**src/rtl/mem_read_a_blocked_if.sv**
```systemverilog
// Config, handshake and read-port bundle for the blocked A read address generator.
interface mem_read_a_blocked_if #(
    parameter int unsigned N1           = 4,
    parameter int unsigned MATRIXSIZE_W = 16,
    parameter int unsigned ADDR_W       = 12
);
    logic [MATRIXSIZE_W-1:0] M2;
    logic [MATRIXSIZE_W-1:0] M1dN1;
    logic [MATRIXSIZE_W-1:0] BLOCKS;
    logic [MATRIXSIZE_W-1:0] BLOCK_WIDTH;
    logic [MATRIXSIZE_W-1:0] N2TILES;
    logic                    start;
    logic                    stall;
    logic [N1*ADDR_W-1:0]    rd_addr_A;
    logic [N1-1:0]           rd_en_A;
    logic                    busy;
    logic                    done;

    modport master (
        output M2, M1dN1, BLOCKS, BLOCK_WIDTH, N2TILES, start, stall,
        input  rd_addr_A, rd_en_A, busy, done
    );

    modport slave (
        input  M2, M1dN1, BLOCKS, BLOCK_WIDTH, N2TILES, start, stall,
        output rd_addr_A, rd_en_A, busy, done
    );
endinterface

```
**src/rtl/mem_read_a_blocked.sv**
```systemverilog
// Walks the N1 blocked A memories (phase, rep, block, col) and issues per-memory
// read addresses/enables with a one-cycle-per-row systolic skew.
module mem_read_a_blocked #(
    parameter int unsigned N1           = 4,
    parameter int unsigned MATRIXSIZE_W = 16,
    parameter int unsigned ADDR_W       = 12
) (
    input logic                clk,
    input logic                rst,
    mem_read_a_blocked_if.slave bus
);
    localparam int unsigned MW         = MATRIXSIZE_W;
    localparam int unsigned DRAIN_W    = $clog2(N1 + 1);
    localparam int unsigned DRAIN_LAST = (N1 > 1) ? N1 - 2 : 0;

    typedef enum logic [1:0] {IDLE, RUN, DRAIN, DONE} state_t;

    typedef struct packed {
        logic [MW-1:0] m2;
        logic [MW-1:0] m1dn1;
        logic [MW-1:0] blocks;
        logic [MW-1:0] block_width;
        logic [MW-1:0] n2tiles;
    } cfg_t;

    state_t              state;
    cfg_t                cfg;
    logic [MW-1:0]       phase;
    logic [MW-1:0]       rep;
    logic [MW-1:0]       blk;
    logic [MW-1:0]       col;
    logic [ADDR_W-1:0]   offset;
    logic [ADDR_W-1:0]   block_offset;
    logic [DRAIN_W-1:0]  drain_cnt;
    logic [ADDR_W-1:0]   chain_addr [N1];
    logic [N1-1:0]       chain_en;
    logic [N1-1:0]       en_q;
    logic                busy_q;
    logic                done_q;

    logic                last_col_c;
    logic                last_blk_c;
    logic                last_rep_c;
    logic                last_phase_c;
    logic                last_issue_c;
    logic                zero_cfg_c;
    logic [ADDR_W-1:0]   row0_addr_c;
    logic [ADDR_W-1:0]   addr_shift_c [N1];
    logic [N1-1:0]       en_shift_c;

    // Loop-nest wrap flags and the next skew-chain contents (head fed by row 0).
    always_comb begin
        last_col_c   = (col   == cfg.block_width - MW'(1));
        last_blk_c   = (blk   == cfg.blocks      - MW'(1));
        last_rep_c   = (rep   == cfg.n2tiles     - MW'(1));
        last_phase_c = (phase == cfg.m1dn1       - MW'(1));
        last_issue_c = last_col_c && last_blk_c && last_rep_c && last_phase_c;
        zero_cfg_c   = (bus.M1dN1 == '0) || (bus.BLOCKS == '0) ||
                       (bus.BLOCK_WIDTH == '0) || (bus.N2TILES == '0);
        row0_addr_c  = ADDR_W'(col) + offset + block_offset;

        addr_shift_c[0] = (state == RUN) ? row0_addr_c : chain_addr[0];
        en_shift_c      = '0;
        en_shift_c[0]   = (state == RUN);
        for (int unsigned r = 1; r < N1; r++) begin
            addr_shift_c[r] = chain_addr[r-1];
            en_shift_c[r]   = chain_en[r-1];
        end
    end

    always_ff @(posedge clk) begin
        if (rst) begin
            state        <= IDLE;
            cfg          <= '0;
            phase        <= '0;
            rep          <= '0;
            blk          <= '0;
            col          <= '0;
            offset       <= '0;
            block_offset <= '0;
            drain_cnt    <= '0;
            for (int unsigned r = 0; r < N1; r++) chain_addr[r] <= '0;
            chain_en     <= '0;
            en_q         <= '0;
            busy_q       <= 1'b0;
            done_q       <= 1'b0;
        end else begin
            busy_q <= (state == RUN) || (state == DRAIN);
            done_q <= (state == DONE);
            case (state)
                IDLE: begin
                    en_q     <= '0;
                    chain_en <= '0;
                    if (bus.start) begin
                        cfg          <= '{m2: bus.M2, m1dn1: bus.M1dN1, blocks: bus.BLOCKS,
                                          block_width: bus.BLOCK_WIDTH, n2tiles: bus.N2TILES};
                        phase        <= '0;
                        rep          <= '0;
                        blk          <= '0;
                        col          <= '0;
                        offset       <= '0;
                        block_offset <= '0;
                        drain_cnt    <= '0;
                        state        <= zero_cfg_c ? DONE : RUN;
                    end
                end
                RUN: begin
                    if (bus.stall) begin
                        en_q <= '0;
                    end else begin
                        chain_addr <= addr_shift_c;
                        chain_en   <= en_shift_c;
                        en_q       <= en_shift_c;
                        // Innermost col, then block, rep and phase; offset persists across reps.
                        if (last_col_c) begin
                            col <= '0;
                            if (last_blk_c) begin
                                blk          <= '0;
                                block_offset <= '0;
                                if (last_rep_c) begin
                                    rep <= '0;
                                    if (last_phase_c) begin
                                        phase  <= '0;
                                        offset <= '0;
                                    end else begin
                                        phase  <= phase + MW'(1);
                                        offset <= offset + ADDR_W'(cfg.m2);
                                    end
                                end else begin
                                    rep <= rep + MW'(1);
                                end
                            end else begin
                                blk          <= blk + MW'(1);
                                block_offset <= block_offset + ADDR_W'(cfg.block_width);
                            end
                        end else begin
                            col <= col + MW'(1);
                        end
                        if (last_issue_c) state <= (N1 > 1) ? DRAIN : DONE;
                    end
                end
                DRAIN: begin
                    if (bus.stall) begin
                        en_q <= '0;
                    end else begin
                        chain_addr <= addr_shift_c;
                        chain_en   <= en_shift_c;
                        en_q       <= en_shift_c;
                        if (drain_cnt == DRAIN_W'(DRAIN_LAST)) begin
                            drain_cnt <= '0;
                            state     <= DONE;
                        end else begin
                            drain_cnt <= drain_cnt + DRAIN_W'(1);
                        end
                    end
                end
                DONE: begin
                    en_q     <= '0;
                    chain_en <= '0;
                    state    <= IDLE;
                end
                default: state <= IDLE;
            endcase
        end
    end

    for (genvar r = 0; r < N1; r++) begin : g_addr
        assign bus.rd_addr_A[r*ADDR_W +: ADDR_W] = chain_addr[r];
    end
    assign bus.rd_en_A = en_q;
    assign bus.busy    = busy_q;
    assign bus.done    = done_q;
endmodule

```
**src/flat_wrapper.sv**
```systemverilog
// flat-port wrapper written by rule: the top's interface ports become plain ports
module mem_read_a_blocked_flat 
#(
    parameter int unsigned N1           = 4,
    parameter int unsigned MATRIXSIZE_W = 16,
    parameter int unsigned ADDR_W       = 12
)
  (clk, rst, bus_M2, bus_M1dN1, bus_BLOCKS, bus_BLOCK_WIDTH, bus_N2TILES, bus_start, bus_stall, bus_rd_addr_A, bus_rd_en_A, bus_busy, bus_done);
  mem_read_a_blocked_if #(.N1(N1), .MATRIXSIZE_W(MATRIXSIZE_W), .ADDR_W(ADDR_W)) bus_i ();
  input logic clk;
  input logic rst;
  input wire logic [$bits(bus_i.M2)-1:0] bus_M2;
  input wire logic [$bits(bus_i.M1dN1)-1:0] bus_M1dN1;
  input wire logic [$bits(bus_i.BLOCKS)-1:0] bus_BLOCKS;
  input wire logic [$bits(bus_i.BLOCK_WIDTH)-1:0] bus_BLOCK_WIDTH;
  input wire logic [$bits(bus_i.N2TILES)-1:0] bus_N2TILES;
  input wire logic [$bits(bus_i.start)-1:0] bus_start;
  input wire logic [$bits(bus_i.stall)-1:0] bus_stall;
  output wire logic [$bits(bus_i.rd_addr_A)-1:0] bus_rd_addr_A;
  output wire logic [$bits(bus_i.rd_en_A)-1:0] bus_rd_en_A;
  output wire logic [$bits(bus_i.busy)-1:0] bus_busy;
  output wire logic [$bits(bus_i.done)-1:0] bus_done;
  assign bus_i.M2 = bus_M2;
  assign bus_i.M1dN1 = bus_M1dN1;
  assign bus_i.BLOCKS = bus_BLOCKS;
  assign bus_i.BLOCK_WIDTH = bus_BLOCK_WIDTH;
  assign bus_i.N2TILES = bus_N2TILES;
  assign bus_i.start = bus_start;
  assign bus_i.stall = bus_stall;
  assign bus_rd_addr_A = bus_i.rd_addr_A;
  assign bus_rd_en_A = bus_i.rd_en_A;
  assign bus_busy = bus_i.busy;
  assign bus_done = bus_i.done;
  mem_read_a_blocked #(.N1(N1), .MATRIXSIZE_W(MATRIXSIZE_W), .ADDR_W(ADDR_W)) u_core (.clk(clk), .rst(rst), .bus(bus_i));
endmodule
```
**config.mk**
```make
export PLATFORM = sky130hd
export DESIGN_NAME = mem_read_a_blocked_flat
export DESIGN_NICKNAME = d
export VERILOG_FILES = /design/src/rtl/mem_read_a_blocked_if.sv /design/src/rtl/mem_read_a_blocked.sv /design/src/flat_wrapper.sv
export SDC_FILE = /design/constraint.sdc
export NUM_CORES = 1
export LEC_CHECK = 0
export BUFFER_PORTS_ARGS = -buffer_cell sky130_fd_sc_hd__buf_2
export CAP_MARGIN = 30
export CORE_ASPECT_RATIO = 0.5
export CORE_MARGIN = 1
export CORE_UTILIZATION = 60
export DETAILED_ROUTE_END_ITERATION = 16
export GPL_TIMING_DRIVEN = 1
export PLACE_DENSITY = 0.81
export SLEW_MARGIN = 20
export SYNTH_ARGS = -nofsm -noshare
export SYNTH_HDL_FRONTEND = slang
export SYNTH_SLANG_ARGS = --single-unit
```
**constraint.sdc**
```tcl
create_clock -name clk -period 3.81 [get_ports clk]
set_input_delay 0.381 -clock clk [delete_from_list [all_inputs] [get_ports clk]]
set_output_delay 0.381 -clock clk [all_outputs]
set_load 0.005 [all_outputs]
```
---- Yosys cells after proc, flatten, opt, wreduce, memory -nomap -nowiden ----
Index checks and enable logic that the tools add are counted.
word-level totals
  bits in registers ....................... 226
  word-level logic and storage cells ...... 124
  output and inout port bits .............. 54
  input bits .............................. 84
operators by class
  add/sub/neg operators ................... 13
  bitwise logic cells ..................... 1
  equality and inequality tests ........... 16
  muxes and demuxes ....................... 47
  reduce and logical (&&, ||, !) cells .... 26
operators by type and width
  kind                                                   count
  two-way mux 16 bit                                     15
  one-hot mux 16 bit (2 select lines)                    4
  two-way mux 12 bit                                     9
  adder 16 x 1 -> 16 bit, second input constant          4
  == test 16 bit                                         4
  zero test 16 bit                                       4
  subtractor 16 x 1 -> 16 bit, second input constant     4
  adder 12 bit                                           4
  one-hot mux 12 bit (2 select lines)                    2
  two-way mux 3 bit                                      5
  two-way mux 2 bit                                      6
  one-hot mux 4 bit (3 select lines)                     1
  AND reduction 5 bit                                    2
  one-hot mux 3 bit (3 select lines)                     1
  AND reduction 3 bit                                    3
  two-way mux 4 bit                                      2
  inequality test 2 x 1 -> 1 bit, second input constant  4
  inequality test 2 bit, second input constant           4
  one-hot mux 2 bit (4 select lines)                     1
  one-hot mux 3 bit (2 select lines)                     1
  AND reduction 2 bit                                    3
  AND reduction 6 bit                                    1
  == test 2 bit, second input constant                   2
  logical OR 1 bit                                       4
  other kinds (9)                                        13

---- Depth between registers and ports, before layout ----
Gate-level depths: netlist (run 1).
  depth in word-level cells ............... 8
  mapped depth ............................ 15
  mapped depth without buffers ............ 15

---- Least setup slack after synthesis (run 1) ----
No wires, ideal clock.
  path kind ............................... reg-to-reg
  from .................................... reg u_core.cfg[16] (netlist bit)
  to ...................................... reg u_core.col[10]
  library setup time ...................... 0.117 ns
  data arrival time ....................... 3.167 ns
  period minus slack after synthesis ...... 3.285 ns
  data required time ...................... 3.693 ns
  setup slack ............................. 0.525 ns
  path buffers ............................ 3
  cell stages (with the launch flop) ...... 14
  path through ............................ dfxtp_1 -> inv_1 -> ha_1 -> clkbuf_1 -> or4b_1 -> or4_1 -> xnor2_1 -> nand4_1 -> o21ai_1 -> and2_1 -> or2_2 -> clkbuf_1 -> buf_2 -> nor2_1
on the way
  word-level cells in the longest chain between the ends .. 5
ends and longest elaborated chain
  what                                 line                       text
  start, declared                      mem_read_a_blocked.sv:27   cfg_t cfg;
  start signal, assigned               mem_read_a_blocked.sv:95   cfg <= '{m2: bus.M2, m1dn1: bus.M1dN1, blocks: bus.BLOCKS,
  subtractor 16 x 1 -> 16 bit          mem_read_a_blocked.sv:53   last_col_c = (col == cfg.block_width - MW'(1));
  == test 16 bit                       mem_read_a_blocked.sv:53
  two-way mux 16 bit                   mem_read_a_blocked.sv:115  if (last_col_c) begin
  two-way mux 16 bit                   mem_read_a_blocked.sv:108  if (bus.stall) begin
  one-hot mux 16 bit (2 select lines)  mem_read_a_blocked.sv:90   case (state)
  end signal, assigned                 mem_read_a_blocked.sv:137  col <= col + MW'(1);
  end, declared                        mem_read_a_blocked.sv:31   logic [MW-1:0] col;
No other way between the ends. The select of a mux whose other input is x is not followed.
A chain may end at the register's enable or synchronous reset.

---- Final worst setup path (run 1) ----
  from .................................... reg u_core.cfg[36] (netlist bit)
  to ...................................... reg u_core.rep[14]
on the way
  word-level cells in the longest chain between the ends .. 4
ends and longest elaborated chain
  what                                             line                       text
  subtractor 16 x 1 -> 16 bit                      mem_read_a_blocked.sv:54   last_blk_c = (blk == cfg.blocks - MW'(1));
  == test 16 bit                                   mem_read_a_blocked.sv:54
  inequality test 2 x 1 -> 1 bit (no source line)  n/a
  AND reduction 5 bit (no source line)             n/a
  end signal, assigned                             mem_read_a_blocked.sv:130  rep <= rep + MW'(1);
  end, declared                                    mem_read_a_blocked.sv:29   logic [MW-1:0] rep;
No other way between the ends.

==> impl_metrics.tcl, run 1 <==
set metrics [dict create \
    max_freq_ghz 0.280 \
    wirelength_um 33200 \
    dr_total_vias 11900 \
    cts-root-buf "clkbuf_16" \
    cts_tree "built" \
    cp-start-kind "register" \
    antenna_left 0 \
    drive_gt1_share_pct 13.5 \
    synth_top_area_cell "dfxtp_1" \
    cts_buffers 21 \
    fillers 1665 \
    avgSynthCellArea_sq_um 8.00 \
    dieArea_sq_um 21800 \
    fin_skew_ps 17.5 \
    cts_resized 0 \
    p_per_area_nw_per_um2 527 \
    fp-row-count 37 \
    yosys_warnings 0 \
    ys_ff_latch 226 \
    synth_flop_cell "dfxtp_1" \
    slowest_stage "or4_1" \
    drc 0 \
    start_util_pct 61.5 \
    fp.dieH_um 105 \
    clock_sinks 226 \
    hold_slack_ps 89.1 \
    gr-usage-all-layers_pct 29.8 \
    synth_nets 1729 \
    cts.path.max_buffers 3 \
    finalSetupViolCount 0 \
    slew_violations 0 \
    synth_area_leaders "dfxtp_1 (36%), nand2_1 (8.8%), a21oi_1 (6.6%), xor2_1 (5.0%), xnor2_1 (4.8%)" \
    leakage_nw 5.86 \
    io_pins 138 \
    yosysMostFrequentCell "nand2_1" \
    synth_cell_types 80 \
    gp_congestion 0.901 \
    cp_slowest_stage_delay_ps 690 \
    portBuffers 133 \
    fin_util_pct 69.5 \
    worst_pin_slew_ps 866 \
    peakVddDrop_mv 0.325 \
    syn-cell-area_sq_um 12700 \
    antenna_found_initial 0 \
    rsz0062_at_grt "no" \
    path_cells "or4_1 -> o31ai_4 -> or4b_1 -> or3b_1 -> nand4_2 -> o31ai_4 -> buf_4 -> nand4_4 -> or4_1 -> a21oi_1" \
    ys_top_cells_by_count "nand2_1 (298), dfxtp_1 (226), a21oi_1 (167)" \
    cts_setup_buffers 0 \
    globalRouteOverflowTotal 0 \
    clock_latency_ps 530 \
    hold_buffers 0 \
    fin_crit_ps 3580 \
    synth_seq_area_share_pct 35.6 \
    core_area_sq_um 20600 \
    cap_violations 0 \
    finalHoldViolCount 0 \
    cts_max_level 1 \
    tns_ps 0 \
    clk_pin_slew_ps 70 \
    crit_type "register to register" \
    firstDrtPassIters 8 \
    grt_pass1_wl_um 53300 \
    synth-async-reset-ratio_pct 0 \
    area.growth.synth_to_final_pct 13.0 \
    synth_edf_count 0 \
    nets 1825 \
    synth_top_cell_area_share_pct 35.6 \
    status "complete, no violations" \
    first_global_vias 10800 \
    synthCells 1587 \
    crit_path_end_kind "register" \
    crit_fanout 10 \
    dp_hpwl_um 24300 \
    n_antenna_cell 0 \
    total_power_w 0.00756 \
    hold_path_class "input pin to register" \
    drt_iter0_markers 1109 \
    cp_data_required_time_ps 4270 \
    die_w_um 208 \
    slew_headroom_pct 42.3 \
    vias_per_cell 6.03 \
    grt_max_degree 82 \
    min_period_over_period_pct 93.9 \
    critPathArrivalTime_ps 4040 \
    wire_per_inst_um 16.8 \
]
layer usage:
layer,wire length (um),vias to the layer above,GRT usage (%)
li1,-,5757,-
met4,639,0,6.30
met1,15300,5624,42.0
met3,2670,58,5.17
met2,14600,452,47.8
met5,0,-,0
final timing paths:
path / cells past startpoint / from / endpoint / slack, ps
worst max register to register: 10 / u_core.cfg[36]$_SDFFE_PP0P_ / u_core.rep[14]$_SDFFE_PP0P_ / 230
worst min register to register: 2 / u_core.bus.rd_addr_A[41]$_SDFFE_PP0P_ / u_core.bus.rd_addr_A[41]$_SDFFE_PP0P_ / 450
worst min-delay path: 3 / bus_M2[2] / u_core.cfg[66]$_SDFFE_PP0P_ / 90
worst max-delay path: 10 / u_core.cfg[36]$_SDFFE_PP0P_ / u_core.rep[14]$_SDFFE_PP0P_ / 230
worst max-delay path: cells and delay by family (launching register included):
kind            cells  cell delay [ps]
buf+inv             1              260
flops               1              380
compound gates      3              850
simple gates        6             2020
through the flow:
step / instance area (sq um) / instances / setup WS (ps)
global route: 14400 / 1971 / 71.2
CTS: 14300 / 1969 / 263
detailed placement: 13600 / 1931 / 275
global placement: 13600 / 1931 / 383
floorplan: 12700 / 1587 / 525
finish: 14400 / 1971 / 234
where the power goes:
part           switching [W]  internal (W)
sequential          0.000244       0.00253
clock               0.000967       0.00139
combinational        0.00153      0.000901
cell usage in the layout, fill, tap and decap left out, types with 9 or more instances in the layout:
cell type | netlist | routed
or2_2 | 9 | 9
xnor2_1 | 69 | 69
buf_2 | 7 | 132
a22o_1 | 23 | 23
fa_1 | 14 | 14
o31ai_1 | 14 | 14
a211oi_1 | 10 | 10
nor2b_1 | 17 | 16
mux2i_1 | 11 | 11
nor4_1 | 25 | 25
a211o_1 | 10 | 10
nand3_1 | 39 | 39
nor3_1 | 44 | 44
nand4_1 | 41 | 41
o211ai_1 | 9 | 9
nand2_1 | 298 | 297
and3_1 | 14 | 14
clkbuf_16 | 0 | 21
buf_4 | 0 | 28
o21ai_0 | 35 | 35
inv_1 | 43 | 43
nor2_1 | 107 | 107
and2_1 | 11 | 10
or3_1 | 10 | 10
xor2_1 | 72 | 72
or4_1 | 10 | 10
ha_1 | 44 | 44
dfxtp_1 | 226 | 226
a21oi_1 | 167 | 167
flip-flops by register name, indices dropped and copies added, names as in the netlist, 2 cells and up:
register              flops
u_core.cfg               76
u_core.bus.rd_addr_A     48
u_core.blk               16
u_core.col               16
u_core.phase             16
u_core.rep               16
u_core.block_offset      12
u_core.offset            12
u_core.bus.rd_en_A        4
u_core.chain_en           3
u_core.drain_cnt          3
u_core.state              2
cells by family after synthesis:
| group | Yosys count | synth area share [%] |
|---|---|---|
| xor gates and xnor gates | 141 | 9.72 |
| and+or+nand+nor | 677 | 25.8 |
| adders and majority gates | 58 | 6.54 |
| DFF | 226 | 35.6 |
| muxes | 13 | 1.04 |
| buffers and inverters | 135 | 4.36 |
| AOI/OAI and AO/OA | 337 | 16.9 |
final cells by class:
| cell class | instances | area, sq um | share of cell area (%) |
|---|---|---|---|
| clock buffer | 26 | 594 | 4.14 |
| clock inverter | 12 | 173 | 1.20 |
| inverter | 44 | 165 | 1.15 |
| multi-input combinational | 1226 | 7630 | 53.2 |
| sequential | 226 | 4520 | 31.5 |
| tap | 273 | 342 | 2.38 |
| timing repair buffer | 164 | 923 | 6.43 |
Note: power is estimated with default switching activity, not from simulation.
==> inputs of run 2 (changes only) <==
--- a/config.mk
+++ b/config.mk
@@ -14,2 +14,3 @@
 export GPL_TIMING_DRIVEN = 1
+export HOLD_SLACK_MARGIN = 0.08
 export PLACE_DENSITY = 0.81
==> constraint.sdc (replaced) <==
create_clock -name clk -period 4 [get_ports clk]
set_input_delay 0.4 -clock clk [delete_from_list [all_inputs] [get_ports clk]]
set_output_delay 0.4 -clock clk [all_outputs]
set_load 0.05 [all_outputs]
==> impl_metrics.tcl, run 2 (synthesized netlist as in run 1, its figures left out) <==
set metrics [dict create \
    wirelength_um 33300 \
    tns_ps 0 \
    path_cells "nor4_4 -> nand4b_1 -> or4b_2 -> a32oi_2 -> nand4_2 -> o31ai_4 -> buf_4 -> nand4_4 -> or4_1 -> a21oi_1" \
    grt_pass1_wl_um 54300 \
    fin_crit_ps 3690 \
    p_per_area_nw_per_um2 503 \
    finalHoldViolCount 0 \
    grt_max_degree 92 \
    core_area_sq_um 20600 \
    slew_violations 0 \
    fp-row-count 37 \
    crit_fanout 10 \
    cts-root-buf "clkbuf_16" \
    dr_total_vias 11900 \
    hold_path_class "input pin to register" \
    slew_headroom_pct 34.5 \
    min_to "u_core.cfg[70]$_SDFFE_PP0P_" \
    finalSetupViolCount 0 \
    fin_util_pct 69.1 \
    reg2reg_from "u_core.cfg[34]$_SDFFE_PP0P_" \
    rrSetupSlack_ps 310 \
    cap_violations 0 \
    largest_reg_flops 76 \
    vias_per_cell 6.06 \
    cts_buffers 22 \
    min_period_over_period_pct 92.3 \
    drive_gt1_share_pct 13.0 \
    clock_sinks 226 \
    max_freq_ghz 0.271 \
    n_antenna_cell 0 \
    firstDrtPassIters 6 \
    cts_tree "built" \
    portBuffers 133 \
    status "complete, no violations" \
    regMostFlops "u_core.cfg" \
    critPathArrivalTime_ps 4150 \
    antenna_left 0 \
    dieArea_sq_um 21800 \
    drt_iter0_markers 1087 \
    slowest_stage "or4b_2" \
    drc 0 \
    cts_resized 0 \
    die_w_um 208 \
    hold_buffers 0 \
    worst_pin_slew_ps 983 \
    rsz0062_at_grt "no" \
    gr-usage-all-layers_pct 30.3 \
    holdPathStages 3 \
    start_util_pct 61.5 \
    clk_pin_slew_ps 70 \
    area.growth.synth_to_final_pct 12.3 \
    cp_data_required_time_ps 4460 \
    first_global_vias 11000 \
    antenna_found_initial 0 \
    crit_type "register to register" \
    cts_setup_buffers 0 \
    clock_latency_ps 520 \
    gp_congestion 0.912 \
    cp_slowest_stage_delay_ps 690 \
    cts.path.max_buffers 3 \
    cp-start-kind "register" \
    wire_per_inst_um 16.9 \
    crit_path_end_kind "register" \
    globalRouteOverflowTotal 0 \
    cts_max_level 1 \
    reg2reg_depth 10 \
    nets 1818 \
    total_power_w 0.00717 \
    peakVddDrop_mv 0.324 \
    fin_skew_ps 14.8 \
    rr_endpoint "u_core.rep[14]$_SDFFE_PP0P_" \
    final_common_cell "nand2_1" \
    holdCritStartpoint "bus_M2[6]" \
    fillers 1701 \
    dp_hpwl_um 24500 \
    leakage_nw 5.81 \
    final_cell_mix "nand2_1 (297), dfxtp_1 (226), a21oi_1 (167), buf_2 (132), nor2_1 (107)" \
    fp.dieH_um 105 \
    io_pins 138 \
]
[run 2: cell count changes in the layout (fill, tap and decap cells not counted), sizes merged]
cell,change
buf,-8
bufinv,-1
clkbuf,+5
clkinv,-1
clkinvlp,-1
inv,-1
[run 2: how the worst max path moves through the flow]
stage                                 from                     endpoint  slack [ps]  cells after the start
4_1_cts        u_core.cfg[34]$_SDFFE_PP0P_  u_core.rep[14]$_SDFFE_PP0P_         360                     10
6_report       u_core.cfg[34]$_SDFFE_PP0P_  u_core.rep[14]$_SDFFE_PP0P_         310                     10
2_1_floorplan  u_core.cfg[16]$_SDFFE_PP0P_  u_core.col[10]$_SDFFE_PP0P_         720                     13
3_3_place_gp   u_core.cfg[35]$_SDFFE_PP0P_  u_core.rep[14]$_SDFFE_PP0P_         500                     10
3_5_place_dp   u_core.cfg[34]$_SDFFE_PP0P_  u_core.rep[14]$_SDFFE_PP0P_         380                     10
5_1_grt        u_core.cfg[34]$_SDFFE_PP0P_   u_core.blk[6]$_SDFFE_PP0P_          90                      9
[run 2: report_power, final]
part | total, W | switching, W | internal, W
clock | 0.00221 | 0.000896 | 0.00132
sequential | 0.00265 | 0.000233 | 0.00241
combinational | 0.00231 | 0.00149 | 0.000820
total | 0.00717 | 0.00262 | 0.00455
[run 2: metrics by stage]
stage | std cells | setup WS, ps | hold WS [ps] | instance area, sq um
floorplan | 1587 | 715 | 430 | 12700
global placement | 1923 | 503 | 438 | 13500
detailed placement | 1923 | 381 | 444 | 13500
CTS | 1962 | 360 | 98.6 | 14200
global route | 1964 | 90.5 | 108 | 14300
finish | 1964 | 307 | 109 | 14300
[run 2: metal layers]
layer / wire length, um / part of all wire (%) / up-vias / GRT usage, %
li1: - / - / 5755 / -
met2: 14700 / 44 / 431 / 49.2
met3: 2570 / 7.7 / 40 / 5.11
met5: 0 / 0 / - / 0
met4: 490 / 1.5 / 0 / 5.87
met1: 15500 / 47 / 5673 / 42.6
[run 2: final cells by class]
class / instances / area [sq um] / area share (%)
clock buffers: 31 / 646 / 4.53
clock inverters: 8 / 118 / 0.825
inverters: 44 / 165 / 1.16
multi-input cells: 1226 / 7630 / 53.5
flip-flops and latches: 226 / 4520 / 31.7
well taps: 273 / 342 / 2.40
repair buffers: 156 / 838 / 5.88
[run 2: worst max-delay path: cells and delay by family, from the launching register on]
kind | cells | cell delay [ps]
and+or+nand+nor | 6 | 2190
AOI/OAI and AO/OA | 3 | 790
buffers and inverters | 1 | 260
DFF | 1 | 390
==> inputs of run 3 (changes only) <==
- RECOVER_POWER: default -> 100
==> impl_metrics.tcl, run 3 (synthesized netlist as in run 1, its figures left out) <==
set metrics [dict create \
    final_cell_mix "nand2_1 (297), dfxtp_1 (226), a21oi_1 (168), nor2_1 (107), buf_2 (78)" \
    seqCellArea_sq_um 4520 \
    antenna_left 0 \
    die_w_um 208 \
    leakage_nw 5.56 \
    globalRouteOverflowTotal 0 \
    hold_path_class "input pin to register" \
    cts_resized 0 \
    max_freq_ghz 0.266 \
    min_period_over_period_pct 93.9 \
    dieArea_sq_um 21800 \
    n_antenna_cell 0 \
    pwr-share-seq_pct 36.9 \
    nets 1818 \
    dp_hpwl_um 24500 \
    crit_fanout 13 \
    gr-usage-all-layers_pct 30.3 \
    crit_type "register to register" \
    cts_max_level 1 \
    area.growth.synth_to_final_pct 11.6 \
    fp-row-count 37 \
    intPower_w 0.00454 \
    tns_ps 0 \
    largest_reg_flops 76 \
    final_common_cell "nand2_1" \
    p_comb_share_pct 32.2 \
    fin_crit_ps 3760 \
    violations "capacitance limit, slew limit" \
    cts-root-buf "clkbuf_16" \
    first_global_vias 11000 \
    firstDrtPassIters 6 \
    status "finished with violations" \
    antenna_found_initial 0 \
    hold_buffers 0 \
    cp_data_required_time_ps 4420 \
    multi_input_area_sq_um 7620 \
    slew_headroom_pct -66.5 \
    regMostFlops "u_core.cfg" \
    fillers 1737 \
    finalHoldViolCount 0 \
    cts.path.max_buffers 3 \
    pwr-share-clk_pct 30.9 \
    slew_violations 173 \
    drive_gt1_share_pct 9.52 \
    clock_sinks 226 \
    swShare_pct 36.7 \
    rsz0062_at_grt "no" \
    vias_per_cell 6.05 \
    cp-start-kind "register" \
    core_area_sq_um 20600 \
    crit_path_end_kind "register" \
    critPathArrivalTime_ps 4170 \
    fin_skew_ps 14.2 \
    drc 0 \
    clk_pin_slew_ps 70 \
    wirelength_um 33400 \
    grt_max_degree 92 \
    p_per_area_nw_per_um2 506 \
    fp.dieH_um 105 \
    worst_slack_ps 243 \
    io_pins 138 \
    gp_congestion 0.912 \
    dr_total_vias 11900 \
    cts_buffers 22 \
    portBuffers 133 \
    drt_iter0_markers 1126 \
    cts_setup_buffers 0 \
    p_switching_w 0.00263 \
    dp_slack_ps 381 \
    worst_pin_slew_ps 2500 \
    clock_latency_ps 520 \
    cap_violations 3 \
    start_util_pct 61.5 \
    peakVddDrop_mv 0.324 \
    cts_tree "built" \
    grt_pass1_wl_um 54300 \
    wire_per_inst_um 17.0 \
    finalSetupViolCount 0 \
]
run 3: changes by cell type in the layout (fill, tap and decap cells not counted), moves of 4 or more:
cell,before,now
and2_0,0,5
buf_4,22,16
and2_1,10,6
buf_2,132,78
clkbuf_1,4,59
clkbuf_2,1,6
run 3: worst paths after layout:
check	start	slack (ps)	depth (start not counted)	to
setup / recovery	u_core.cfg[35]$_SDFFE_PP0P_	240	10	u_core.phase[4]$_SDFFE_PP0P_
hold / removal	bus_M2[6]	110	3	u_core.cfg[70]$_SDFFE_PP0P_
hold reg to reg	u_core.bus.rd_addr_A[40]$_SDFFE_PP0P_	450	2	u_core.bus.rd_addr_A[40]$_SDFFE_PP0P_
setup reg to reg	u_core.cfg[35]$_SDFFE_PP0P_	240	10	u_core.phase[4]$_SDFFE_PP0P_
run 3: metal layers:
layer | global-route usage [%] | vias to the layer above | share of wire, %
met1 | 42.6 | 5637 | 47
met3 | 5.11 | 50 | 7.6
met2 | 49.2 | 447 | 44
li1 | - | 5746 | -
met5 | 0 | - | 0
met4 | 5.87 | 0 | 1.6
run 3: stage by stage:
step | utilization (%) | cell area [sq um] | hold slack, ps | instances | total power, W
4_1_cts | 69.0 | 14200 | 98.6 | 1962 | 0.00715
3_5_place_dp | 65.3 | 13500 | 444 | 1923 | 0.00493
3_3_place_gp | 65.3 | 13500 | 438 | 1923 | 0.00483
5_1_grt | 68.6 | 14200 | 108 | 1964 | 0.00755
2_1_floorplan | - | 12700 | 430 | 1587 | 0.00437
6_report | 68.6 | 14200 | 111 | 1964 | 0.00717
run 3: power groups by stage:
stage	Sequential [W]	Clock (W)	Combinational, W
after floorplan	0.00263	0	0.00174
after global placement	0.00268	0	0.00215
after detailed placement	0.00269	0	0.00224
after CTS	0.00264	0.00224	0.00227
after global routing	0.00267	0.00235	0.00253
final	0.00265	0.00221	0.00231
run 3: layout make-up:
| class | instances | share of cell area (%) |
|---|---|---|
| Clock buffer | 31 | 4.56 |
| Clock inverter | 8 | 0.830 |
| Inverter | 44 | 1.17 |
| Multi-Input combinational cell | 1226 | 53.8 |
| Sequential cell | 226 | 31.9 |
| Tap cell | 273 | 2.41 |
| Timing Repair Buffer | 156 | 5.32 |
run 3: worst max-delay path, cell delays in order, from the launching register on:
cell and delay, ps:
dfxtp_1 410, nor4_4 510, nand4b_1 260, or4b_2 690, a32oi_2 230, nand4_2 190
nor3_1 430, nand2_1 130, a21o_1 190, clkbuf_2 260, a211o_1 350
